<file path="config.mk">
export PLATFORM = sky130hd
export DESIGN_NAME = regmem_port_arbiter
export DESIGN_NICKNAME = d
export VERILOG_FILES = /design/src/rtl/regmem_arb_pkg.sv /design/src/rtl/rr_arbiter.sv /design/src/rtl/regmem_port_arbiter.sv
export SDC_FILE = /design/constraint.sdc
export NUM_CORES = 1
export LEC_CHECK = 0
export CAP_MARGIN = 30
export CORE_MARGIN = 2
export CORE_UTILIZATION = 38
export DETAILED_ROUTE_END_ITERATION = 10
export PLACE_DENSITY = 0.86
export SYNTH_ARGS = -nofsm -noshare
export SYNTH_HDL_FRONTEND = slang
export SYNTH_SLANG_ARGS = --single-unit
export TNS_END_PERCENT = 50
</file>
<file path="constraint.sdc">
create_clock -name clk_i -period 3.6 [get_ports clk_i]
set_input_delay 0.54 -clock clk_i [delete_from_list [all_inputs] [get_ports clk_i]]
set_output_delay 0.54 -clock clk_i [all_outputs]
set_load 0.01 [all_outputs]
</file>
<file path="src/rtl/regmem_arb_pkg.sv">
// Shared sizing helpers and index types for the register-memory port arbiter.
package regmem_arb_pkg;

    function automatic int clog2_min1(input int n);
        return (n > 1) ? $clog2(n) : 1;
    endfunction

    localparam int PORTS_DEF  = 4;
    localparam int HEIGHT_DEF = 16;
    localparam int AW_DEF     = clog2_min1(HEIGHT_DEF);
    localparam int ID_W_DEF   = clog2_min1(PORTS_DEF);

    typedef logic [ID_W_DEF-1:0] port_idx_t;

endpackage

</file>
<file path="src/rtl/rr_arbiter.sv">
// Round-robin arbiter: one-hot grant searched from an internal rotating pointer.
module rr_arbiter
    import regmem_arb_pkg::*;
#(
    parameter  int N  = 4,
    localparam int IW = clog2_min1(N)
) (
    input  logic          clk_i,
    input  logic          reset_n_i,
    input  logic [N-1:0]  req_i,
    output logic [N-1:0]  gnt_o,
    output logic [IW-1:0] gntIdx_o
);

    logic [IW-1:0] ptr_q;
    logic          any_gnt;
    int            cand;

    // Grants are suppressed while reset is held so nothing reaches the memory.
    always_comb begin
        gnt_o    = '0;
        gntIdx_o = '0;
        any_gnt  = 1'b0;
        cand     = 0;
        if (reset_n_i) begin
            for (int k = 0; k < N; k++) begin
                cand = (int'(ptr_q) + k) % N;
                if (!any_gnt && req_i[IW'(cand)]) begin
                    any_gnt            = 1'b1;
                    gnt_o[IW'(cand)]   = 1'b1;
                    gntIdx_o           = IW'(cand);
                end
            end
        end
    end

    always_ff @(posedge clk_i or negedge reset_n_i) begin
        if (!reset_n_i) begin
            ptr_q <= '0;
        end else if (any_gnt) begin
            ptr_q <= (gntIdx_o == IW'(N - 1)) ? '0 : gntIdx_o + 1'b1;
        end
    end

endmodule

</file>
<file path="src/rtl/regmem_port_arbiter.sv">
// Shares a two-port masked register memory among PORTS requesters with
// independent round-robin arbitration of the read and write ports.
module regmem_port_arbiter
    import regmem_arb_pkg::*;
#(
    parameter  int PORTS  = 4,
    parameter  int WIDTH  = 16,
    parameter  int HEIGHT = 16,
    parameter  int MASK   = 4,
    localparam int AW     = clog2_min1(HEIGHT),
    localparam int IDW    = clog2_min1(PORTS)
) (
    input  logic                    clk_i,
    input  logic                    reset_n_i,
    input  logic [PORTS-1:0]        reqValid_i,
    input  logic [PORTS-1:0]        reqWrite_i,
    input  logic [PORTS*AW-1:0]     reqAddr_i,
    input  logic [PORTS*MASK-1:0]   reqMask_i,
    input  logic [PORTS*WIDTH-1:0]  reqData_i,
    output logic [PORTS-1:0]        reqReady_o,
    output logic [PORTS-1:0]        rspValid_o,
    output logic [IDW-1:0]          rspId_o,
    output logic [WIDTH-1:0]        rspData_o,
    output logic                    memReadEnable_o,
    output logic [AW-1:0]           memReadAddr_o,
    input  logic [WIDTH-1:0]        memReadData_i,
    output logic                    memWriteEnable_o,
    output logic [MASK-1:0]         memWriteMask_o,
    output logic [AW-1:0]           memWriteAddr_o,
    output logic [WIDTH-1:0]        memWriteData_o
);

    logic [AW-1:0]    addr_a [PORTS];
    logic [MASK-1:0]  mask_a [PORTS];
    logic [WIDTH-1:0] data_a [PORTS];

    logic [PORTS-1:0] rd_req, wr_req;
    logic [PORTS-1:0] rd_gnt, wr_gnt;
    logic [IDW-1:0]   rd_idx, wr_idx;

    logic             rsp_vld_q;
    logic [IDW-1:0]   rsp_id_q;

    for (genvar g = 0; g < PORTS; g++) begin : g_unpack
        assign addr_a[g]     = reqAddr_i[g*AW +: AW];
        assign mask_a[g]     = reqMask_i[g*MASK +: MASK];
        assign data_a[g]     = reqData_i[g*WIDTH +: WIDTH];
        assign rspValid_o[g] = rsp_vld_q && (rsp_id_q == IDW'(g));
    end

    assign rd_req = reqValid_i & ~reqWrite_i;
    assign wr_req = reqValid_i &  reqWrite_i;

    rr_arbiter #(.N(PORTS)) u_rd_arb (
        .clk_i     (clk_i),
        .reset_n_i (reset_n_i),
        .req_i     (rd_req),
        .gnt_o     (rd_gnt),
        .gntIdx_o  (rd_idx)
    );

    rr_arbiter #(.N(PORTS)) u_wr_arb (
        .clk_i     (clk_i),
        .reset_n_i (reset_n_i),
        .req_i     (wr_req),
        .gnt_o     (wr_gnt),
        .gntIdx_o  (wr_idx)
    );

    assign reqReady_o = rd_gnt | wr_gnt;

    // Memory outputs stay at zero when their port is idle.
    always_comb begin
        memReadEnable_o  = |rd_gnt;
        memReadAddr_o    = '0;
        memWriteEnable_o = |wr_gnt;
        memWriteAddr_o   = '0;
        memWriteMask_o   = '0;
        memWriteData_o   = '0;
        if (|rd_gnt) begin
            memReadAddr_o = addr_a[rd_idx];
        end
        if (|wr_gnt) begin
            memWriteAddr_o = addr_a[wr_idx];
            memWriteMask_o = mask_a[wr_idx];
            memWriteData_o = data_a[wr_idx];
        end
    end

    always_ff @(posedge clk_i or negedge reset_n_i) begin
        if (!reset_n_i) begin
            rsp_vld_q <= 1'b0;
            rsp_id_q  <= '0;
        end else begin
            rsp_vld_q <= |rd_gnt;
            if (|rd_gnt) begin
                rsp_id_q <= rd_idx;
            end
        end
    end

    assign rspId_o   = rsp_id_q;
    assign rspData_o = memReadData_i;

endmodule

</file>
=== Yosys cells after proc, flatten, opt, wreduce, memory -nomap -nowiden ===
Index checks and enable logic that the tools add are counted.

* $add $sub $neg: 8
* $lt $le $gt $ge: 18
* Equal/unequal tests: 5
* Multiplexer cells: 100
* Bitwise gates (word level): 12
* Reduce and logical (&&, ||, !) cells: 27

{| class="wikitable"
|+ Operators by type and width
! cell !! number
|-
| 4-bit two-way mux || 25
|-
| 16-bit two-way mux || 3
|-
| 1-bit two-way mux || 40
|-
| 16-bit binary-select mux with 2-bit select || 1
|-
| 2-bit by 4-bit < comparator with 1-bit output, second input constant || 8
|-
| 4-bit bitwise OR || 7
|-
| 4-bit binary-select mux with 2-bit select || 3
|-
| 2-bit two-way mux || 12
|-
| 1-bit logical AND || 18
|-
| 1-bit binary-select mux with 2-bit select || 8
|-
| 1-bit demux with 2-bit select || 8
|-
| 2-bit by 1-bit >= comparator with 1-bit output, second input constant || 8
|-
| 2-bit by 1-bit adder with 2-bit output, second input constant || 4
|-
| 2-bit adder, second input constant || 4
|-
| 4-bit AND || 2
|-
| 2-bit == test, second input constant || 4
|-
| 4-bit OR reduction || 2
|-
| 3-bit >= comparator, second input constant || 2
|-
| 1-bit logical NOT || 6
|-
| 2-bit NOT with 3-bit output || 2
|-
| 4-bit NOT || 1
|-
| 2-bit by 1-bit == test with 1-bit output, second input constant || 1
|-
| 2-bit logical NOT || 1
|}

* Bits in registers: 7
* Input bits: 122
* Output and inout bits: 56
* Logic and storage cells: 174

=== Logic depth before layout (Yosys ltp) ===
Gate-level depths: netlist of run 1.

* Depth after elaboration: 24
* Gate-level depth with buffers: 13
* Gate-level depth less buffers: 10

=== Cells and area by module ===
Synthesis of run 1 repeated with hierarchy kept, for this count alone.

* Cells, all modules: 243
* Area total of the unflattened synthesis: 2446.1 sq um

{| class="wikitable"
|+ Modules (own cells, without submodules)
! module !! instances !! cells an instance !! area each (sq um) !! seq. area each (sq um)
|-
| regmem_port_arbiter || 1 || 105 || 1229.9 || 75.1
|-
| rr_arbiter (u_rd_arb) || 1 || 70 || 633.1 || 50.0
|-
| rr_arbiter (u_wr_arb) || 1 || 68 || 583.1 || 50.0
|}

=== Worst setup path after synthesis of run 1 ===
No wires, ideal clock.

* Path kind: reg-to-output
* Start: reg u_wr_arb.ptr_q[0]
* End: out memWriteAddr_o[0]
* Arrival: 2.780 ns
* Required time: 3.060 ns
* Slack: 0.280 ns
* Cell stages (with the launch flop): 12
* Cell sequence: dfrtp_1 buf_2 inv_2 ha_1 buf_2 o211ai_1 o32ai_2 a222oi_1 a21boi_1 nor4_4 buf_6 a211oi_2

* Cells in the longest elaborated chain, start to end: 22

{| class="wikitable"
|+ Ends and longest elaborated chain
! item !! RTL line !! RTL
|-
| start: declaration || rr_arbiter.sv:15 || <nowiki>logic [IW-1:0] ptr_q;</nowiki>
|-
| start signal: assignment || rr_arbiter.sv:41 || <nowiki>ptr_q <= (gntIdx_o == IW'(N - 1)) ? '0 : gntIdx_o + 1'b1;</nowiki>
|-
| parallel branches: the longest is 21 deep, another holds 2-bit by 4-bit < comparator with 1-bit output || -- ||
|-
| 4-bit two-way mux (*) || regmem_port_arbiter.sv:83 || <nowiki>if (|wr_gnt) begin</nowiki>
|-
| end: declaration || regmem_port_arbiter.sv:29 || <nowiki>output logic [AW-1:0] memWriteAddr_o,</nowiki>
|}

Every way passes the cells marked *. The select of a mux whose other input is x is not followed.

=== Worst setup path after layout of run 1 ===
* Start: reg u_wr_arb.ptr_q[0]
* End: out memWriteAddr_o[3]

Same word-level chain as after synthesis.

==> metrics.md, run 1 <==
| Metric | Value |
|---|---|
| Status | complete, no violations |
| FP Rows | 31 |
| Commonest non-fill, non-tap cells in the layout | clkdlybuf4s50_1, buf_4, nor2_1 |
| Min-Delay Path Depth | 1 |
| DRC errors left | 0 |
| Post-synthesis net count | 489 |
| Critical path capture point type | output pin |
| Clk_lat worst skew | approximately 0.23 ns |
| Port bufs | 145 |
| Post-synthesis mux area share | 21.87% |
| Post-Syn Instances | approximately 350 |
| Critical Path RT | just over 3 ns |
| I/O Pins | between 150 and 200 |
| Reg-to-reg critical path endpoint | rspId_o[1] |
| Antenna diodes | 0 |
| Final GP Congestion | between 0.9 and 1 |
| P_sw | approximately 1.7 mW |
| RSZ-0062 raised after global routing | yes |
| Crit. Startpoint | u_wr_arb.ptr_q[0] |
| Max-slew headroom | 73.52% |
| Placed Cells | just over 600 |
| Vias/cell | ~5.4 |
| Area of the mapped netlist | between 2000 and 3000 um^2 |
| Post-Layout Cell Count | 645 |
| Critical Path Sink | memWriteAddr_o[3] |
| Via count | 3,463 |
| # clock sinks | 7 |
| Xor and xnor area share after synthesis | 0.6236% |
| Htree depth | 1 |
| Yosys warning count | 0 |
| Flop pwr share | between 4 and 5% |
| Core Util, Final | between 60% and 70% |
| Flop2flop setup slack | 0.91 ns |
| Yosys reg bits | 7 |
| Leakage | 2.224 nW |
| Comb power frac | roughly 90% |
| Final Net Count | approximately 690 |
| Worst path arrival time | 2.95 ns |
| TritonCTS clock tree | yes |
| CTS max path bufs | 2 |
| Fmax | 286.2 MHz |
| Adder-Cell Fraction of Synth Area | a little over 7% |
| PD cells | around 730 nW/um^2 |
| Post-DRT Antenna Nets | 0 |
| Synth Area in Simple Gates | ~22% |
| Peak supply drop | between 400 and 500 uV |
| Via count of the first global-routing pass | roughly 3.5k |
| PnR Total Power | about 3.6 mW |
| Crit path time final | ~3.5 ns |
| Post-synth EDFFs | 0 |
| Worst slack at placement | -0.4162 ns |
| Cts bufs inserted | 3 |
| Max-slew violations | 0 |
| Core ar. | 7214 um^2 |
| Layout area overhead | 76.48% |
| Commonest non-fill, non-tap cell in the layout | clkdlybuf4s50_1 |
| Post-DR wirelength/cell | 16.44 um |
| CP max FO | 14 |
| Initial antenna violation count | 0 |
| Full die area | around 8000 um^2 |
| Max Cap Viol | 0 |
| Total GRT Usage | between 20% and 30% |
| Average cell area after synthesis | about 8.0 um^2 |
| Reg2reg start | u_rd_arb.ptr_q[1] |
| Chip width | about 90 um |
| Clk network pwr share | approximately 3.2% |
| Part of the cycle the worst path needs | between 90 and 100% |
| Fin. Hold Viols | 0 |
| Global-route wire length before repair | 16.92 mm |
| Slew @ Worst Pin | between 0.3 and 0.4 ns |
| Pin count of the biggest net entering global routing | 23 |
| R2R cell count | 10 |
| Net Sw Frac | between 40% and 50% |
| HPWL after detailed placement | around 8 mm |
| Crit path kind | flop to output pin |
| HP Class | flop to flop |
| FFs w/ async S/R, synth | between 90% and 100% |
| Drt pass-1 iters | 4 |
| Die extent in y | around 90 um |
| Dominant synthesized flop cell | dfrtp_1 |
| Clock Pin Slew Worst Setup and Hold Paths | about 0.04 ns |
| Global route total overflow | 0 |
| Setup crit start kind | flop |
| Final Setup Violations | 0 |
| Layout cells sized above 1 | 36.08% |
| Cell internal pwr | 1.930 mW |
| Drt initial violations | 140 |
| Worst Skew | 0.002121 ns |
| Clock Tree Root | clkbuf_8 |
| Register area share after synthesis | under 10% |
| Main combinational cell family by area after synthesis | compound AO/OA/AOI/OAI gates |
| Post-route worst setup slack | roughly 0.11 ns |
| Initial Util | between 30% and 40% |
| Cell variety after synth | 66 |
| Compound-cell area share of the yosys netlist | between 20% and 30% |
| Routed wire length | roughly 11 mm |
## worst min-delay path by stage
stage                     startpoint    endpoint  slack, ns
after global placement    rspId_o[1]  rspId_o[1]       0.56
after detailed placement  rspId_o[0]  rspId_o[0]       0.57
after CTS                 rspId_o[0]  rspId_o[0]       0.58
final                     rspId_o[0]  rspId_o[0]       0.58
after global routing      rspId_o[0]  rspId_o[0]       0.63
after floorplan            reset_n_i  rspId_o[0]       0.24
## power by group through the flow
| stage | Clock, mW | Sequential [mW] | Combinational, mW |
|---|---|---|---|
| 2_1_floorplan | 0 | 0.163 | 1.70 |
| 3_3_place_gp | 0 | 0.150 | 2.84 |
| 3_5_place_dp | 0 | 0.152 | 2.89 |
| 4_1_cts | 0.115 | 0.151 | 3.24 |
| 5_1_grt | 0.124 | 0.158 | 3.56 |
| 6_report | 0.116 | 0.153 | 3.35 |
## cell type report
| cell class | count | area [um^2] |
|---|---|---|
| Timing Repair Buffer | 231 | 2145 |
| Inverter | 12 | 45.04 |
| Fill cell | 576 | 2257 |
| Tap cell | 99 | 123.9 |
| Clock buffer | 4 | 45.04 |
| Sequential cell | 7 | 175.2 |
| Multi-Input combinational cell | 292 | 2424 |
## per-stage QoR
| step | cell area (um^2) | setup TNS (ns) | hold slack [ns] |
|---|---|---|---|
| 3_5_place_dp | 4594 | -10.76 | 0.5663 |
| 2_1_floorplan | 2809 | 0 | 0.2444 |
| 3_3_place_gp | 4594 | -9.664 | 0.5588 |
| 4_1_cts | 4955 | 0 | 0.5779 |
| 5_1_grt | 4957 | -0.1153 | 0.6289 |
| 6_report | 4957 | 0 | 0.5781 |
## critical path, cell delays in order (launching register included)
cell,delay [ns]
dfrtp_1,0.38
inv_2,0.08
ha_4,0.23
and3_1,0.21
or2_4,0.27
nor2b_1,0.16
o311ai_4,0.26
buf_6,0.18
buf_12,0.15
mux2_2,0.35
nor2_1,0.09
a211oi_1,0.06
dlygate4sd2_1,0.30
## layer usage
layer  vias up  routed length (um)  GRT usage (%)
li1       1693                   -              -
met1      1635                4123          28.06
met2       123                5796          48.93
met3        12                 580          5.365
met4         0                 102          5.513
met5         -                   0              0
## synthesized netlist by cell type, drive strengths merged, types with 2 or more instances
cell / instances / area [um^2]
o2111ai: 2 / 23.77
nand2: 29 / 111.4
nor2: 39 / 146.4
a221o: 2 / 20.02
ha: 16 / 200.2
a2111oi: 2 / 17.52
a21boi: 4 / 30.03
o31ai: 3 / 22.52
dfrtp: 7 / 175.2
a21o: 3 / 22.52
a222oi: 4 / 40.04
a31oi: 3 / 18.77
and3: 6 / 42.54
clkbuf: 7 / 26.28
a21oi: 5 / 28.78
xnor2: 2 / 17.52
buf: 33 / 279.0
o21ai: 12 / 60.05
a221oi: 3 / 26.28
nor2b: 6 / 37.54
mux2i: 31 / 310.3
nor4: 2 / 27.53
nand3: 13 / 70.07
a211oi: 32 / 350.3
o211ai: 3 / 22.52
mux2: 25 / 281.5
and2b: 3 / 22.52
o311ai: 2 / 35.04
o2bb2ai: 3 / 26.28
and2: 5 / 35.04
nand4: 2 / 12.51
inv: 12 / 45.04
nand2b: 6 / 37.54
nor3: 9 / 45.04
a32oi: 2 / 17.52
## what timing repair did
action / CTS / global route
pin swaps: 15 / 8
endpoints found under the setup margin: 34 / 34
hold buffers: 0 / 0
cloned: 3 / 1
resized for setup: 101 / 38
setup buffers: 19 / 0
## kinds of logic (layout without fill, tap and decap cells)
group | Yosys count | count (layout)
and+or+nand+nor | 125 | 125
adders and majority gates | 16 | 16
DFF | 7 | 7
xor gates and xnor gates | 2 | 2
muxes | 57 | 57
AOI/OAI and AO/OA | 92 | 92
buffers and inverters | 52 | 247
## flip-flops by register name, summed over array words and instances (netlist names)
name / flops
u_wr_arb.ptr_q: 2
rsp_vld_q: 1
u_rd_arb.ptr_q: 2
rspId_o: 2
Note: power is estimated with default switching activity, not from simulation.
==> run 2, diff against run 1 <==
GPL_ROUTABILITY_DRIVEN = 0   (was default)
==> run 2 against run 1 <==
Compared with the run above:
- the flow now finishes with violations (negative setup slack)
- critical path depth up 2
- first-iteration DRC count rose by 54%
- clock skew rose by 0.00065 ns
- cell count decreased by 1.1%
- final area shrank 1.6%
==> metrics.md, run 2 (same netlist as run 1, synthesis figures left out) <==
| Metric | Value |
|---|---|
| M3 GR Usage | under 10% |
| Drt pass-1 iters | 7 |
| I/O Pins | ~180 |
| Max-slew violations | 0 |
| Global route total overflow | 0 |
| Min-Delay Path Depth | 1 |
| Worst Skew | around 0.0028 ns |
| Max-slew headroom | between 70% and 80% |
| DRC errors left | 0 |
| Clock Tree Root | clkbuf_8 |
| Die extent in y | around 90 um |
| Antenna diodes | 0 |
| Hold path startpoint | rspId_o[0] |
| Placed cell area | roughly 4600 um^2 |
| Post-route worst setup slack | -0.001111 ns |
| Met2 usage | between 40% and 50% |
| Slew @ Worst Pin | approximately 0.43 ns |
| FP Rows | 31 |
| Crit path time final | between 3 and 4 ns |
| Peak supply drop | 546.2 uV |
| Chip width | 89.98 um |
| Htree depth | 1 |
| Hold Path Sink | rspId_o[0] |
| Setup crit start kind | flop |
| Violated checks | negative setup slack |
| HP Class | flop to flop |
| Commonest non-fill, non-tap cell in the layout | clkdlybuf4s50_1 |
| Full die area | between 8000 and 9000 um^2 |
| TritonCTS clock tree | yes |
| Via count | ~3.5k |
| Vias/cell | ~5.5 |
| Critical path capture point type | output pin |
| Met1 Track Usage GR | between 20% and 30% |
| Clock Pin Slew Worst Setup and Hold Paths | about 0.040 ns |
| Pin count of the biggest net entering global routing | 23 |
| Layout cells sized above 1 | 35.06% |
| HPWL after detailed placement | 8.035 mm |
| Total GRT Usage | between 20% and 30% |
| Global-route wire length before repair | approximately 17 mm |
| Clk_lat worst skew | roughly 0.23 ns |
| Initial Util | between 30% and 40% |
| Setup TNS Final | -0.001111 ns |
| PnR Total Power | about 3.6 mW |
| Crit. Startpoint | u_wr_arb.ptr_q[1] |
| CP max FO | 6 |
| Fmax | roughly 280 MHz |
| Flop2flop setup slack | 1.06 ns |
| Max Cap Viol | 0 |
| Commonest non-fill, non-tap cells in the layout | clkdlybuf4s50_1, buf_4, nor2_1 |
| # clock sinks | 7 |
| Routed wire length | 10.94 mm |
| Core ar. | approximately 7000 um^2 |
| Status | finished with violations |
| PD cells | about 740 nW/um^2 |
| Cts-stage hold buffer count | 0 |
| Fin. Hold Viols | 0 |
| Final Setup Violations | 1 |
| Reg-to-reg critical path endpoint | rspId_o[1] |
| Leakage | around 2.2 nW |
| Via count of the first global-routing pass | between 3k and 4k |
| RSZ-0062 raised after global routing | yes |
| Port bufs | 145 |
| R2R cell count | 9 |
| Part of the cycle the worst path needs | 100.0% |
| Crit path kind | flop to output pin |
| Drt initial violations | approximately 220 |
| Post-DR wirelength/cell | 17.15 um |
| Final Net Count | approximately 680 |
| Cts bufs inserted | 3 |
| CTS max path bufs | 2 |
| Worst path arrival time | roughly 3.1 ns |
| Post-DRT Antenna Nets | 0 |
| Critical Path RT | ~3 ns |
| Layout area overhead | 73.63% |
| Grt peak-use layer | met2 |
| Initial antenna violation count | 0 |
| Reg2reg start | u_rd_arb.ptr_q[0] |
| Cell area after layout | 4877 um^2 |
run 2: critical path, stage by stage (launching register included):
cell and delay (ns):
dfrtp_1 0.38, inv_2 0.08, ha_4 0.22, and3_4 0.19, or2_4 0.26, o32ai_4 0.29
o211ai_1 0.15, a31oi_1 0.26, buf_4 0.18, nor4_4 0.05, buf_12 0.15, buf_6 0.12
buf_16 0.13, a211oi_4 0.18, buf_2 0.19
run 2: where the power goes:
group / leakage [nW] / switching (mW) / total [mW] / internal [mW]
registers: 0.0842 / 0.0290 / 0.146 / 0.117
logic: 2.09 / 1.65 / 3.34 / 1.70
clock network: 0.0228 / 0.0387 / 0.116 / 0.0770
run 2: layer usage:
layer,vias up,part of all wire [%]
met3,26,7.1
met5,-,0
met1,1622,38
met2,178,52
met4,0,2.7
li1,1675,-
run 2: worst max path at each step:
stage,endpoint,slack [ns],cells after the start
floorplan,memWriteAddr_o[0],0.28,11
global placement,memWriteMask_o[3],-0.33,12
CTS,memWriteAddr_o[2],0.0007,15
detailed placement,memReadAddr_o[2],-0.45,11
global route,memWriteAddr_o[2],-0.09,14
finish,memWriteAddr_o[2],-0.001,14
run 2: cell type report:
cell class                      count  area [um^2]
Inverter                           12        45.04
Sequential cell                     7        175.2
Clock buffer                        4        45.04
Timing Repair Buffer              224         2067
Tap cell                           99        123.9
Fill cell                         589         2337
Multi-Input combinational cell    292         2421
run 2: timing repair:
action | CTS | global route
buffers inserted | 9 | 5
gates resized for setup | 108 | 35
endpoints found under the setup margin | 34 | 32
gates cloned | 4 | 0
pin swaps | 12 | 9
run 2: stage by stage:
| step | hold WS, ns | util (%) | setup slack, ns | cells |
|---|---|---|---|---|
| floorplan | 0.2444 | - | 0.2803 | 351 |
| global placement | 0.5583 | 63.58 | -0.3254 | 617 |
| detailed placement | 0.5694 | 63.58 | -0.4543 | 617 |
| CTS | 0.5820 | 67.60 | 0.0007143 | 634 |
| global route | 0.5999 | 67.60 | -0.08709 | 638 |
| finish | 0.5786 | 67.60 | -0.001111 | 638 |
==> run 3, diff against run 2 <==
SKIP_LAST_GASP = 1   (was default)
==> run 3 against run 2 <==
Compared with the run above:
- the flow still finishes with violations (negative setup slack)
- register-to-register slack improved by 0.02 ns
- non-clock buffer count did not move
- sequential share of layout area barely moved
- sequential cell count did not move
- largest cell class unchanged
==> metrics.md, run 3 (same netlist as run 1, synthesis figures left out) <==
| Metric | Value |
|---|---|
| Status | finished with violations |
| Violated checks | negative setup slack |
| # fillers | 594 |
| Initial antenna violation count | 0 |
| RSZ-0062 raised after global routing | yes |
| HP Class | flop to flop |
| Via count | roughly 3.5k |
| Post-DR wirelength/cell | 17.08 um |
| Via count of the first global-routing pass | about 3.6k |
| Max-slew violations | 0 |
| Worst path arrival time | just over 3 ns |
| Vias/cell | approximately 5.5 |
| Full die area | around 8100 um^2 |
| Max-slew headroom | 72.35% |
| Setup crit start kind | flop |
| Placed Cells | slightly above 600 |
| Part of the cycle the worst path needs | 100.1% |
| Routed wire length | approximately 11 mm |
| CP max FO | 6 |
| Pin count of the biggest net entering global routing | 23 |
| Critical path capture point type | output pin |
| R2R cell count | 9 |
| Commonest non-fill, non-tap cells in the layout | clkdlybuf4s50_1, buf_4, nor2_1 |
| Post-Layout Cell Count | roughly 640 |
| Met1 Track Usage GR | just under 30% |
| Footprint of the multi-input gates | ~2400 um^2 |
| Initial Util | approximately two fifths |
| Port bufs | 145 |
| Htree depth | 1 |
| Post-DRT Antenna Nets | 0 |
| CTS max path bufs | 2 |
| Fmax | around 280 MHz |
| Fin. Hold Viols | 0 |
| Met2 usage | a little under half |
| Final Net Count | ~680 |
| Min-Delay Path Depth | 1 |
| Cts bufs inserted | 3 |
| Slew @ Worst Pin | 0.4110 ns |
| Die extent in y | around 90 um |
| Critical Path RT | between 3 and 4 ns |
| Core ar. | between 7000 and 8000 um^2 |
| Total GRT Usage | roughly 26% |
| Commonest non-fill, non-tap cell in the layout | clkdlybuf4s50_1 |
| Layout cells sized above 1 | 33.77% |
| Clock Pin Slew Worst Setup and Hold Paths | roughly 0.050 ns |
| Crit path kind | flop to output pin |
| Layout area overhead | 73.76% |
| PD cells | around 740 nW/um^2 |
| FP Rows | 31 |
| Antenna diodes | 0 |
| FF/Latch Area | 175.2 um^2 |
| Post-route worst setup slack | -0.004368 ns |
| Cts-stage hold buffer count | 0 |
| Leakage | between 2 and 2.5 nW |
| Drt initial violations | about 200 |
| HPWL after detailed placement | roughly 8.0 mm |
| Worst Skew | about 0.0047 ns |
| Global route total overflow | 0 |
| I/O Pins | around 180 |
| Crit path time final | 3.604 ns |
| Global-route wire length before repair | roughly 17 mm |
| DRC errors left | 0 |
| Max Cap Viol | 0 |
| Grt peak-use layer | met2 |
| M3 GR Usage | 5.868% |
| Clock Tree Root | clkbuf_8 |
| Drt pass-1 iters | 6 |
| Final hold slack | slightly below 0.6 ns |
| Chip width | 89.98 um |
| Clk_lat worst skew | ~0.23 ns |
| TritonCTS clock tree | yes |
| Final Setup Violations | 1 |
| Peak supply drop | 550.1 uV |
| # clock sinks | 7 |
==> run 3: changes by cell type in the layout (fill, tap and decap cells not counted), sizes merged <==
cell,change
buf,-2
clkdlybuf4s15,+2
clkbuf,-3
dlygate4sd2,+3
==> run 3: path summary, 6_finish.rpt <==
check,start,end,slack [ns]
max,u_wr_arb.ptr_q[1],memWriteAddr_o[2],-0.004
min,rspId_o[0],rspId_o[0],0.58
max reg2reg,u_rd_arb.ptr_q[0],rspId_o[1],1.08
min reg2reg,rspId_o[0],rspId_o[0],0.58
max in group asynchronous,reset_n_i,rspId_o[1],2.59
min in group asynchronous,reset_n_i,u_wr_arb.ptr_q[0],0.85
==> run 3: cell type report <==
type | instances | area share [%]
sequential | 7 | 3.589
clock buffer | 4 | 0.9228
multi-input combinational | 292 | 49.30
timing repair buffer | 224 | 42.73
tap | 99 | 2.538
inverter | 12 | 0.9228
==> run 3: report_power, final <==
part	switching (mW)	total, mW	leakage (nW)	internal, mW
Sequential	0.0289	0.146	0.0842	0.117
Combinational	1.64	3.35	2.08	1.71
Clock	0.0388	0.116	0.0228	0.0770
==> run 3: per-layer routing <==
metal  vias up  wire length, um  share of wire (%)
met2       173             5623                 52
met4         0              298                2.7
met3        26              719                6.6
met1      1635             4257                 39
met5         -                0                  0
li1       1671                -                  -
==> run 3: worst max-delay path: stages (launching register included) <==
cell,delay (ns)
dfrtp_1,0.38
inv_2,0.08
ha_4,0.23
and3_4,0.19
or2_4,0.26
o32ai_4,0.29
o211ai_1,0.15
a31oi_1,0.26
buf_4,0.18
nor4_4,0.05
buf_12,0.15
buf_6,0.12
buf_16,0.13
a211oi_4,0.18
buf_2,0.18
==> run 3: timing repair <==
action,4_1_cts,5_1_grt
gates cloned,4,0
endpoints found under the setup margin,34,32
buffers inserted,9,5
pin swaps,12,9
resized for setup,108,22
==> run 3: per-stage QoR <==
step                util, %  worst slack [ns]  area [um^2]  setup TNS (ns)  power, mW
CTS                   67.60         0.0007143         4877               0      3.510
floorplan                 -            0.2803         2809               0      1.864
finish                67.66         -0.004368         4881       -0.004368      3.611
global placement      63.58           -0.3254         4587          -8.987      2.948
global route          67.66          -0.08709         4881         -0.7779      3.829
detailed placement    63.58           -0.4543         4587          -11.86      3.019
